[src/rtl/bcd_count_ctrl.sv]
// Command-driven sequencer for a cascaded BCD counter: CLEAR/LOAD/START/STOP
// over valid/ready, prescaled increments, terminal-value stop and wrap report.
//
// state | meaning
// IDLE  | counter parked, accepts any command
// RUN   | prescaler advancing, count increments on each tick
// HOLD  | count and prescaler frozen after STOP
// DONE  | one-cycle terminal state, count equals limit, commands refused
module bcd_count_ctrl #(
  parameter int DIGITS   = 2,
  parameter int TICK_DIV = 4
) (
  input  logic                clk,
  input  logic                rst,
  input  logic                cmd_valid,
  output logic                cmd_ready,
  input  logic [1:0]          cmd_op,
  input  logic [4*DIGITS-1:0] cmd_data,
  output logic [4*DIGITS-1:0] cnt_o,
  output logic                running_o,
  output logic                done_o,
  output logic                wrap_o
);

  localparam int W  = 4 * DIGITS;
  localparam int PW = (TICK_DIV > 1) ? $clog2(TICK_DIV) : 1;
  localparam logic [PW-1:0] PS_LAST = PW'(TICK_DIV - 1);

  localparam logic [1:0] OP_CLEAR = 2'b00;
  localparam logic [1:0] OP_LOAD  = 2'b01;
  localparam logic [1:0] OP_START = 2'b10;
  localparam logic [1:0] OP_STOP  = 2'b11;

  typedef enum logic [1:0] {S_IDLE, S_RUN, S_HOLD, S_DONE} state_t;

  state_t        state_q, state_nxt;
  logic [W-1:0]  cnt_q, cnt_nxt;
  logic [W-1:0]  lim_q, lim_nxt;
  logic [PW-1:0] presc_q, presc_nxt;
  logic          wrap_q, wrap_nxt;

  logic [W-1:0]  data_san;
  logic [W-1:0]  cnt_inc;
  logic          all_nines;
  logic          tick;
  logic          accept;

  always_ff @(posedge clk) begin
    if (rst) begin
      state_q <= S_IDLE;
      cnt_q   <= '0;
      lim_q   <= '0;
      presc_q <= '0;
      wrap_q  <= 1'b0;
    end else begin
      state_q <= state_nxt;
      cnt_q   <= cnt_nxt;
      lim_q   <= lim_nxt;
      presc_q <= presc_nxt;
      wrap_q  <= wrap_nxt;
    end
  end

  // Operand clamp and ripple-carry BCD increment; final carry means all-9s.
  always_comb begin
    logic carry;
    data_san = '0;
    cnt_inc  = '0;
    carry    = 1'b1;
    for (int i = 0; i < DIGITS; i++) begin
      data_san[4*i +: 4] = (cmd_data[4*i +: 4] > 4'd9) ? 4'd9 : cmd_data[4*i +: 4];
      if (carry && cnt_q[4*i +: 4] == 4'd9) begin
        cnt_inc[4*i +: 4] = 4'd0;
      end else begin
        cnt_inc[4*i +: 4] = cnt_q[4*i +: 4] + {3'b000, carry};
        carry = 1'b0;
      end
    end
    all_nines = carry;
  end

  assign tick   = (state_q == S_RUN) && (presc_q == PS_LAST);
  assign accept = cmd_valid && cmd_ready;

  always_comb begin
    state_nxt = state_q;
    cnt_nxt   = cnt_q;
    lim_nxt   = lim_q;
    wrap_nxt  = 1'b0;
    if (state_q == S_RUN) presc_nxt = tick ? '0 : presc_q + PW'(1);
    else                  presc_nxt = presc_q;

    // An accepted command beats a coincident tick; the increment is dropped.
    if (accept) begin
      case (cmd_op)
        OP_CLEAR: begin
          cnt_nxt   = '0;
          presc_nxt = '0;
          state_nxt = S_IDLE;
        end
        OP_LOAD: begin
          cnt_nxt   = data_san;
          presc_nxt = '0;
          state_nxt = S_IDLE;
        end
        OP_START: begin
          lim_nxt   = data_san;
          state_nxt = (cnt_q == data_san) ? S_DONE : S_RUN;
        end
        default: begin
          if (state_q == S_RUN) state_nxt = S_HOLD;
        end
      endcase
    end else if (state_q == S_DONE) begin
      state_nxt = S_IDLE;
    end else if (tick) begin
      cnt_nxt  = cnt_inc;
      wrap_nxt = all_nines;
      if (cnt_inc == lim_q) state_nxt = S_DONE;
    end
  end

  always_comb begin
    cmd_ready = (state_q != S_DONE);
    running_o = (state_q == S_RUN);
    done_o    = (state_q == S_DONE);
    cnt_o     = cnt_q;
    wrap_o    = wrap_q;
  end

endmodule

[config.mk]
export PLATFORM = sky130hd
export DESIGN_NAME = bcd_count_ctrl
export DESIGN_NICKNAME = d
export VERILOG_FILES = /design/src/rtl/bcd_count_ctrl.sv
export SDC_FILE = /design/constraint.sdc
export NUM_CORES = 1
export LEC_CHECK = 0
export ABC_AREA = 1
export CAP_MARGIN = 25
export CORE_MARGIN = 10
export CORE_UTILIZATION = 50
export CTS_BUF_LIST = sky130_fd_sc_hd__clkbuf_2
export CTS_CLUSTER_SIZE = 25
export DETAILED_ROUTE_END_ITERATION = 7
export HOLD_SLACK_MARGIN = 0.05
export PLACE_DENSITY = 0.88
export SKIP_CTS_REPAIR_TIMING = 1
export SYNTH_ARGS = -nofsm -noshare
export SYNTH_HDL_FRONTEND = slang
export SYNTH_SLANG_ARGS = --single-unit
export TNS_END_PERCENT = 20
[constraint.sdc]
create_clock -name clk -period 3.15 [get_ports clk]
set_input_delay 0.945 -clock clk [delete_from_list [all_inputs] [get_ports clk]]
set_output_delay 0.945 -clock clk [all_outputs]
set_load 0.01 [all_outputs]
==> run_results.csv <==
group,metric,value,unit
routing,final_antenna_net_count,0,
critical_path,cp-end-kind,"output port",
logic_synthesis,synth_edf_count,0,
power,p_int,0.364,mW
final_layout,drive_above_1_share,0.112,
logic_synthesis,yosysTopAreaCell,"dfxtp_1",
logic_synthesis,netlist_instances,223,
clock_network,cts.htree.levels,1,
logic_synthesis,synth.distinct_cells,31,
sta,post-route-period-util,0.802,
logic_synthesis,synth_xor_area_frac,0.0245,
critical_path,crit_type,"flip-flop to output port",
sta,fin_skew,9.45,ps
routing,routed_wl,3.75,mm
clock_network,cts-root-buf,"clkbuf_2",
sta,finalMaxSlewViolations,0,
sta,period_needed,2530,ps
placed_design,dpl_cell_area,0.00170,sq mm
flow_run,drv_cap,0,
power,p_leak,0.752,nW
global_route,grt_overflow,0,
global_route,grt.total_usage,0.145,
sta,setup_total_negative_slack,0,ps
final_layout,register_area,420,sq um
critical_path,r2r_end,"state_q[1]$_SDFFE_PP0P_",
global_route,antenna_found_initial,0,
floorplanning,chipWidth,73.5,microns
critical_path,path_cells,"inv_1, nand2_1, inv_1, clkdlybuf4s50_1",
critical_path,cp-start-kind,"flip-flop",
logic_synthesis,synth_top_family_by_area,"simple AND/OR/NAND/NOR gates",
critical_path,cp-endpoint,"running_o",
routing,avgRoutedWirePerCell,13.4,microns
floorplanning,die_h,73.5,microns
final_layout,fillers,250,
floorplanning,dieArea,0.00541,sq mm
logic_synthesis,synthTopCellsByArea,"dfxtp_1, nand2_1, inv_1, nor2_1, a21oi_1",
sta,fin_ws,624,ps
critical_path,critPathMaxStageDelay,540,ps
final_layout,syn_to_final_growth,20.0,%
floorplanning,row_count,19,
power,seqPwrFrac,0.537,
logic_synthesis,yosysSeqAreaShare,0.293,
logic_synthesis,synth_warnings,0,
sta,finalSetupViolCount,0,
critical_path,ff2ff_setup_slack,820,ps
power,power_density,317,mW/mm^2
critical_path,worstPathArrival,1580,ps
critical_path,cp.depth,4,
routing,dr.pass1.iters,4,
critical_path,startpoint,"state_q[1]$_SDFFE_PP0P_",
clock_network,cts.sinks,21,
logic_synthesis,synth_nets,239,
power,irDropWorstVdd,273,uV
logic_synthesis,synth_compound_area_frac,0.173,
power,power_switching,0.180,mW
logic_synthesis,yosysMostFrequentCell,"nand2_1",
floorplanning,ios,25,
clock_network,ctsLongestPathBuffers,2,
global_route,first_global_vias,1361,
final_layout,antenna_cells,0,
sta,tightestPinTransition,399,ps
floorplanning,initial_utilization,0.520,
critical_path,crit_family,"buffers and inverters",
clock_network,clk_pin_slew,200,ps
final_layout,nets,266,
routing,num_vias,1510,
placed_design,port_buffers,24,
sta,max_freq,0.396,GHz
placed_design,place.gp.congestion,0.923,
logic_synthesis,yosys.area_share.simple,0.371,
floorplanning,coreArea,0.00276,sq mm
clock_network,numCtsBuffers,3,
logic_synthesis,synth-seq-cells,21,
power,p_sw_frac,0.330,
critical_path,path_max_fanout,5,
logic_synthesis,synth-adder-area-share,0.0262,
logic_synthesis,synth_flop_cell,"dfxtp_1",
final_layout,multiInputGateArea,852,sq um
logic_synthesis,syn_area,0.00143,sq mm
placed_design,dp_hpwl,2.87,mm
global_route,grt_max_degree,17,
global_route,grt_pass1_wl,6.33,mm
power,p_comb_frac,0.245,
logic_synthesis,synth_top_area_frac,0.293,
critical_path,crit_buf_inv,3,
power,p_clk_frac,0.218,
routing,drc,0,
critical_path,cp_common_cell,"inv_1",
min_path,hold_class,"flip-flop to flip-flop",
placed_design,place_ws,573,ps
min_path,holdPathStages,2,
clock_network,clkLatencyLatePin,340,ps
critical_path,r2r_cells,15,
routing,drt-initial-drc-count,98,
final_layout,post-route-cell-area,0.00172,sq mm
logic_synthesis,synth.area.mux_share,0,
sta,finalHoldViolations,0,
logic_synthesis,syn-mean-instance-area,6.42,sq um
sta,slew_headroom,0.734,
status,run_status,"finished, final reports clean",
clock_network,cts_tree,"built",
sta,rsz0062_at_grt,"false",
critical_path,r2r_start,"cnt_o[0]$_SDFFE_PP0P_",
critical_path,crit_slowest_cell,"clkdlybuf4s50_1",
logic_synthesis,synthTopCellsByCount,"nand2_1, inv_1, dfxtp_1, nor2_1, a21oi_1",
critical_path,crit_required,2200,ps
logic_synthesis,async_flop_share,0,
routing,vias_per_cell,5.39,
-- tightest hold or removal path, cell delays in order, from the launching register on --
cell and delay [ps]:
dfxtp_1 360, nand2_1 60, a21oi_1 50
-- layout make-up --
cell class | instances | share of cell area
Multi-Input combinational cell | 164 | 0.496
Timing Repair Buffer | 26 | 0.148
Sequential cell | 21 | 0.245
Tap cell | 31 | 0.0226
Clock buffer | 3 | 0.00873
Clock inverter | 1 | 0.00291
Inverter | 34 | 0.0771
-- placed cells by master (no fill, tap or decap), drive strengths merged --
cell and instances:
o211a 1, ha 3, inv 34, buf 2
clkbuf 3, a211oi 1, a21oi 17, clkdlybuf4s50 24
nand4 5, nor2 24, or2 1, clkinv 1
a31oi 5, nand3 14, dfxtp 21, o211ai 1
nor3 2, o21ai 13, nand2 68, o221ai 1
o22ai 4, xor2 4
-- sequential cells by signal, indices dropped and copies added (netlist names) --
name,count
wrap_o,1
state_q,2
presc_q,2
lim_q,8
cnt_o,8
-- cells by family (layout without fill, tap and decap cells) --
group,Yosys count,in the layout
adder cells (fa/ha/maj),3,3
XOR/XNOR,4,4
flip-flops,21,21
AO/OA/AOI/OAI,43,43
buffers and inverters,38,64
AND/OR/NAND/NOR,114,114
-- how the worst min path moves through the flow --
stage	startpoint	endpoint	slack, ps
global route	lim_q[2]$_SDFFE_PP0P_	lim_q[2]$_SDFFE_PP0P_	510
detailed placement	presc_q[1]$_SDFF_PP0_	presc_q[1]$_SDFF_PP0_	460
finish	presc_q[1]$_SDFF_PP0_	presc_q[1]$_SDFF_PP0_	480
global placement	presc_q[1]$_SDFF_PP0_	presc_q[1]$_SDFF_PP0_	460
CTS	presc_q[1]$_SDFF_PP0_	presc_q[1]$_SDFF_PP0_	480
floorplan	presc_q[1]$_SDFF_PP0_	presc_q[1]$_SDFF_PP0_	440
-- per-stage QoR --
step           utilization  instances  hold slack, ps  power [mW]
3_5_place_dp         0.616        276             459       0.429
2_1_floorplan            -        223             442       0.379
6_report             0.623        280             478       0.544
5_1_grt              0.623        280             513       0.573
3_3_place_gp         0.616        276             456       0.427
4_1_cts              0.623        280             483       0.543
-- metal layers --
metal  part of all wire  vias up  track usage
met5                  0        -            0
met4             0.0035        0       0.0455
met3              0.083        2       0.0417
met2               0.49       49        0.230
met1               0.43      687        0.183
li1                   -      772            -
-- power groups by stage --
stage	logic (mW)	registers (mW)	clock network, mW
finish	0.133	0.292	0.119
global route	0.149	0.294	0.130
CTS	0.133	0.291	0.119
detailed placement	0.132	0.297	0
global placement	0.131	0.297	0
floorplan	0.0847	0.294	0
Power figures use the tool's default switching activity.
==> edit (same settings) <==
Set the parameter `TICK_DIV` to 2 (it was 4).
--- a/src/rtl/bcd_count_ctrl.sv
+++ b/src/rtl/bcd_count_ctrl.sv
@@ -10,3 +10,3 @@
   parameter int DIGITS   = 2,
-  parameter int TICK_DIV = 4
+  parameter int TICK_DIV = 2
 ) (
Check against the original RTL: not equivalent (Yosys sat finds a counterexample within 4 cycles, from zero or initial values and one cycle with rst high).
==> edit against the original RTL <==
Wire length down 6.8%; power decreased by 4.1%; non-clock buffer count did not move; cell count shrank 5.0%; register-to-register slack improved by 0.20 ns; global-route usage decreased by 0.72 points; setup slack improved by 0.022 ns; sequential cell count decreased by 1; synthesized cell count fell by 4.9%; area after synthesis is 6.9% lower; worst hold slack improved by 0.0038 ns; critical path depth decreased by 1; final area is 6.6% lower; critical endpoint unchanged.
==> edit: results <==
set metrics [dict create \
    outcome "completed" \
    gp_congestion 0.989 \
    layout.nets 253 \
    vias 1400 \
    grt_usage_pct 13.8 \
    hold_start "state_q[1]" \
    worstMarginPinSlew_ns 0.520 \
    syn-num-nets 228 \
    grt_pass1_vias 1343 \
    layout-drive-gt1-share_pct 6.36 \
    sw_frac_of_total_pct 32.8 \
    grt_pass1_wl_um 5980 \
    dp_hpwl_um 2720 \
    synth.top_cells.by_count "56 x nand2_1, 29 x inv_1, 24 x nor2_1, 20 x dfxtp_1, 13 x a21oi_1" \
    worst_ep_arrival_time_ns 1.56 \
    post_drt_wl_per_cell_um 13.1 \
    dp_slack_ns 0.484 \
    grt_max_degree 17 \
    yosysSeqAreaShare_pct 30.0 \
    ir_worst_vdd_mv 0.239 \
    reg2reg_slack_ns 1.02 \
    n_fill_cell 243 \
    r2r_cells 13 \
    power_leakage_nw 0.711 \
    timing.rr.end "state_q[0]" \
    synthTopCellsByArea "dfxtp_1 30%, nand2_1 16%, inv_1 8.2%" \
]
## edit: logic make-up after synthesis
group | after synthesis | share of synthesized area (%)
AOI/OAI and AO/OA | 38 | 15.7
xor gates and xnor gates | 5 | 3.28
adders and majority gates | 3 | 2.81
buffers and inverters | 36 | 11.3
DFF | 20 | 30.0
and+or+nand+nor | 110 | 36.9
## edit: how the worst max path moves through the flow
stage | end | slack, ns | depth (start not counted)
2_1_floorplan | state_q[1] | 1.23 | 8
3_3_place_gp | state_q[0] | 0.60 | 10
3_5_place_dp | state_q[0] | 0.48 | 10
4_1_cts | running_o | 0.68 | 3
5_1_grt | running_o | 0.61 | 3
6_report | running_o | 0.65 | 3
## edit: per-layer routing
layer  global-route usage (%)  up-vias  routed length (um)
met5                        0        -                   0
met2                     22.9       46                1620
li1                         -      733                   -
met4                     4.30        0                  46
met3                     3.86        8                 299
met1                     16.6      613                1530
## edit: final cells by class
type                    instances  share of cell area (%)
multi-input cells             156                    48.7
inverters                      30                    7.01
repair buffers                 26                    15.9
flip-flops and latches         20                    24.9
well taps                      30                    2.34
clock inverters                 1                   0.234
clock buffers                   3                   0.935
## edit: worst max-delay path, stage by stage (launching register included)
cell	delay (ns)
dfxtp_1	0.38
inv_1	0.06
nor2_1	0.19
clkdlybuf4s50_1	0.58
## edit: power by group through the flow
stage / Combinational (mW) / Clock [mW] / Sequential [mW]
global placement: 0.126 / 0 / 0.284
CTS: 0.129 / 0.113 / 0.279
floorplan: 0.0803 / 0 / 0.282
finish: 0.129 / 0.113 / 0.279
detailed placement: 0.128 / 0 / 0.284
global route: 0.145 / 0.124 / 0.281
## edit: metrics by stage
| step | hold slack [ns] | cells | cell area [sq um] |
|---|---|---|---|
| floorplan | 0.439 | 212 | 1330 |
| global placement | 0.457 | 262 | 1590 |
| detailed placement | 0.456 | 262 | 1590 |
| CTS | 0.480 | 266 | 1610 |
| global route | 0.507 | 266 | 1610 |
| finish | 0.482 | 266 | 1610 |
